`config.mk`:
```
export PLATFORM = sky130hd
export DESIGN_NAME = bin_down_ctr
export DESIGN_NICKNAME = d
export VERILOG_FILES = /design/src/rtl/bin_down_ctr.sv
export SDC_FILE = /design/constraint.sdc
export NUM_CORES = 1
export LEC_CHECK = 0
export BUFFER_PORTS_ARGS = -buffer_cell sky130_fd_sc_hd__buf_4
export CAP_MARGIN = 5
export CORE_MARGIN = 2
export CORE_UTILIZATION = 30
export DETAILED_ROUTE_END_ITERATION = 8
export PLACE_DENSITY_LB_ADDON = 0.1
export RECOVER_POWER = 100
export SLEW_MARGIN = 0
export SYNTH_ARGS = -nofsm -noshare
export SYNTH_HDL_FRONTEND = slang
export SYNTH_SLANG_ARGS = --single-unit
```
`constraint.sdc`:
```
create_clock -name clk -period 3.3 [get_ports clk]
set_input_delay 0.33 -clock clk [delete_from_list [all_inputs] [get_ports clk]]
set_output_delay 0.33 -clock clk [all_outputs]
set_load 0.05 [all_outputs]
```
`src/rtl/bin_down_ctr.sv`:
```
// Loadable N-bit binary down counter with one-cycle terminal-count pulse and optional auto-reload.
// Define BINDOWN_PRESCALE_EN to add the presc port and a PRE_W-bit tick prescaler.
module bin_down_ctr #(
  parameter int N     = 4,
  parameter int PRE_W = 4
) (
  input  logic             clk,
  input  logic             reset,
  input  logic             load,
  input  logic [N-1:0]     D,
  input  logic             start,
  input  logic             stop,
  input  logic             dec_en,
  input  logic             auto_reload,
`ifdef BINDOWN_PRESCALE_EN
  input  logic [PRE_W-1:0] presc,
`endif
  output logic [N-1:0]     Q,
  output logic             zero,
  output logic             tc,
  output logic             busy
);

  typedef enum logic [1:0] {IDLE, RUN, DONE} state_t;

  localparam logic [N-1:0] ONE = N'(1);

  state_t       r_state;
  logic [N-1:0] r_q;
  logic [N-1:0] r_reload;
  logic         r_tc;
  logic         r_busy;
  logic         w_tick;

`ifdef BINDOWN_PRESCALE_EN
  logic [PRE_W-1:0] r_pre;

  // Prescaler restarts whenever counting is (re)started, stopped or reloaded.
  always_ff @(posedge clk or posedge reset) begin
    if (reset) begin
      r_pre <= '0;
    end else if (load || stop || (start && (r_state != RUN))) begin
      r_pre <= '0;
    end else if ((r_state == RUN) && dec_en) begin
      if (r_pre == presc) r_pre <= '0;
      else                r_pre <= r_pre + PRE_W'(1);
    end
  end

  assign w_tick = dec_en && (r_pre == presc);
`else
  logic [PRE_W-1:0] w_presc;

  // A divisor of zero is the undivided case: every enabled cycle ticks.
  assign w_presc = '0;
  assign w_tick  = dec_en && (w_presc == '0);
`endif

  always_ff @(posedge clk or posedge reset) begin
    if (reset) begin
      r_state  <= IDLE;
      r_q      <= '0;
      r_reload <= '0;
      r_tc     <= 1'b0;
      r_busy   <= 1'b0;
    end else begin
      r_tc <= 1'b0;
      if (load) begin
        r_q      <= D;
        r_reload <= D;
        r_state  <= IDLE;
        r_busy   <= 1'b0;
      end else if (stop) begin
        if (r_state == RUN) begin
          r_state <= IDLE;
          r_busy  <= 1'b0;
        end
      end else begin
        case (r_state)
          IDLE: begin
            if (start) begin
              if (r_q == '0) begin
                r_state <= DONE;
                r_tc    <= 1'b1;
              end else begin
                r_state <= RUN;
                r_busy  <= 1'b1;
              end
            end
          end
          RUN: begin
            if (w_tick) begin
              if (r_q == ONE) begin
                r_tc <= 1'b1;
                if (auto_reload && (r_reload != '0)) begin
                  r_q <= r_reload;
                end else begin
                  r_q     <= '0;
                  r_state <= DONE;
                  r_busy  <= 1'b0;
                end
              end else begin
                r_q <= r_q - ONE;
              end
            end
          end
          DONE: begin
            // Restart from the reload value; an empty reload just re-pulses tc.
            if (start) begin
              r_q <= r_reload;
              if (r_reload != '0) begin
                r_state <= RUN;
                r_busy  <= 1'b1;
              end else begin
                r_tc <= 1'b1;
              end
            end
          end
          default: begin
            r_state <= IDLE;
            r_busy  <= 1'b0;
          end
        endcase
      end
    end
  end

  assign Q    = r_q;
  assign zero = (r_q == '0);
  assign tc   = r_tc;
  assign busy = r_busy;

endmodule

```
==> reports/results.md <==
### Critical path
* output port — critical path endpoint category
* inv_1 — cell repeated most along the worst path
* inv_1 -> ha_1 -> or3b_1 -> inv_1 -> clkbuf_1 — series of cell instances along the critical path
* 2.97 ns — required time of the critical path
* Q[1]$_DFFE_PP0P_ — startpoint of the worst register-to-register path
* r_state[0]$_DFFE_PP0P_ — worst r2r dst
* flop to output port — Setup CP Type
* 6 — number of cells traversed by the worst register-to-register path
* 1.09 ns — register-to-register setup slack
* 0.46 ns — Largest stage delay, worst path
* 1.99 ns — critical path arrival
* 4 — worst-path maximum fanout
* flop — kind of start point of the critical path
* clkbuf_1 — CP max-delay cell

### Yosys
* 94 — total nets after synthesis
* 12 — number of register bits inferred by synthesis
* 822 um2 — post-synthesis instance area
* dfrtp_1 — flip-flop cell with the highest count after synthesis
* 81 — number of standard cells after synthesis
* 36.5% — post-synth top area share
* 36.5% — post-synthesis sequential area ratio
* 10.1 um2 — Mean Syn Cell Area
* 0 — warning count from the yosys run
* dfrtp_1 — most used standard cell by instance count after synthesis
* dfrtp_1 (12), inv_1 (6), a21oi_1 (4), nor2_1 (4), nor2b_1 (4) — Synth top cells by count
* dfrtp_1 — library cell occupying the most area in the post-synthesis netlist
* 0 — number of enable-type register cells in the synthesized netlist
* 100% — async set-reset flop share out of synthesis
* dfrtp_1 (37%), mux2_2 (4.1%), ha_1 (3.0%), nor2b_1 (3.0%), inv_1 (2.7%) — cells taking the most area after synthesis
* 43 — count of cell types in the netlist

### Outcome
* completed — run status

### STA
* 0 — max-slew violations
* 0.978 ns — final worst slack
* 0.0642 ns — Final Hold Slack
* 0 ns — post-route setup TNS
* 431 MHz — top achievable clock speed
* 0 — final setup fails
* 0.799 ns — actual transition at the worst max-transition pin
* 2.32 ns — min cycle time layout
* 46.7% — worst max-slew margin expressed relative to the limit
* no — unrepaired setup endpoints after global routing
* 0.00500 ns — largest clock skew in the final design
* 70.4% — fraction of the cycle the final worst path needs
* 0 — Fin. Hold Viols

### GRT
* 0 — Remaining Overflow, GRT
* 3.17 mm — wire length of the first global-routing pass
* 647 — number of global-route vias before repair
* 0 — antenna violations before repair
* 21 — maximum number of pins on one net before global-route repair
* 12.9% — GR Util All Layers

### Min path
* primary input to async pin — hold crit path type

### Clock network
* 12 — sinks on the clock net
* 0 — number of buffers inserted to repair setup after CTS
* 2 — maximum buffer depth of the clock tree
* 1 — H-tree lvl count
* 0 — cells resized by post-CTS repair
* 0 — quantity of hold-fixing buffers added after cts
* 3 — CTS buffer count
* 0.08 ns — clock edge transition at the registers on the reported setup and hold paths
* 0.27 ns — clock latency on the worst-skew pair
* yes — clock tree from TritonCTS
* clkbuf_4 — clock root buffer master

### Floorplanning
* 56.3 um — chip height
* 32.3% — effective utilization at floorplan
* 18 — Rows
* 2540 um2 — standard cell core area
* 3170 um2 — die area
* 56.3 um — Die Width
* 18 — number of top-level pins

### Power
* 0.230 mV — peak supply drop
* 0.409 nW — leakage power total
* 543 nW/um2 — Cell Pwr Density

### Placed design
* 1.42 ns — dpl ws
* 1.45 mm — half-perimeter wire length after placement
* 17 — # port buffers
* 0.705 — final weighted congestion in routability-driven placement

### Drt
* 14.8 um — DR WL/cell
* 5.35 — via density per instance
* 685 — via count
* 1.89 mm — Total Routed Length
* 14 — Starting DRT DRC Count
* 0 — number of remaining DRC errors
* 0 — Antenna Violating Nets Remaining
* 4 — first-pass detailed-route iteration total

### Cells and area
* 458 um2 — multi-input gate area in the final layout
* 37.6% — final design utilization
* 23.5% — share of layout cells above drive strength 1
* 16.3% — area growth from synthesis to layout
* 300 um2 — sequential cell area
* 273 — Filler Cell Count
* 112 — post-layout net count
* 0 — count of antenna diodes in the layout

### Job
* 0 — number of maximum-capacitance violations

## critical path: cells and delay by family, from the launching register on
kind                       cells  cell delay, ns
adders and majority gates      1            0.21
buffers and inverters          3            0.65
DFF                            1            0.42
and+or+nand+nor                1            0.43
## layout by cell type, fill, tap and decap left out, types with 2 or more instances in the layout
cell / Yosys / layout
ha_1: 2 / 2
a21oi_1: 4 / 6
nor4_1: 3 / 3
or3_1: 2 / 2
nor2_1: 4 / 4
clkbuf_1: 0 / 7
nor3_1: 3 / 3
nor3b_1: 1 / 2
nand3_1: 3 / 3
a221oi_1: 2 / 2
dfrtp_1: 12 / 12
nor2b_1: 4 / 4
buf_4: 0 / 9
inv_1: 6 / 6
mux2_2: 3 / 3
clkbuf_4: 0 / 4
## cell type report
cell class	instances	area share (%)
flip-flops and latches	12	31.4
well taps	30	3.93
inverters	6	2.36
clock buffers	4	3.80
multi-input cells	59	47.9
repair buffers	17	10.6
## through the flow
step | instances | total power, mW | instance area, um2
after floorplan | 81 | 0.361 | 822
after global placement | 124 | 0.422 | 962
after detailed placement | 124 | 0.423 | 962
after CTS | 128 | 0.545 | 998
after global routing | 128 | 0.552 | 956
final | 128 | 0.519 | 956
## where the power goes
part	internal [mW]	total, mW	switching [mW]
registers	0.170	0.199	0.0291
clock network	0.0671	0.119	0.0520
logic	0.0689	0.200	0.131
## cell families (layout without fill, tap and decap cells)
kind of cell	after synthesis	after routing	synth area share [%]
xor gates and xnor gates	1	1	1.07
DFF	12	12	36.5
muxes	5	5	7.15
adders and majority gates	2	2	3.04
AOI/OAI and AO/OA	23	23	23.9
and+or+nand+nor	28	28	22.5
buffers and inverters	10	27	5.78
## flip-flops by register name, summed over array words and instances, names as in the netlist
name      cells
r_state       2
busy          1
r_reload      4
tc            1
Q             4
## worst max path at each step
stage / start / endpoint / slack (ns) / depth (start not counted)
after floorplan: Q[0]$_DFFE_PP0P_ / zero / 1.36 / 4
after global placement: Q[0]$_DFFE_PP0P_ / r_state[0]$_DFFE_PP0P_ / 1.48 / 6
after detailed placement: Q[0]$_DFFE_PP0P_ / r_state[0]$_DFFE_PP0P_ / 1.42 / 6
after CTS: Q[0]$_DFFE_PP0P_ / zero / 1.24 / 5
after global routing: Q[0]$_DFFE_PP0P_ / zero / 0.84 / 5
final: Q[0]$_DFFE_PP0P_ / zero / 0.98 / 5
## routing by layer
| layer | vias up | global-route usage (%) | part of all wire [%] |
|---|---|---|---|
| met3 | 4 | 3.92 | 5.4 |
| met4 | 0 | 5.10 | 1.4 |
| met2 | 16 | 17.5 | 40 |
| met5 | - | 0 | 0 |
| li1 | 347 | - | - |
| met1 | 318 | 18.8 | 53 |
Power figures use the tool's default switching activity.
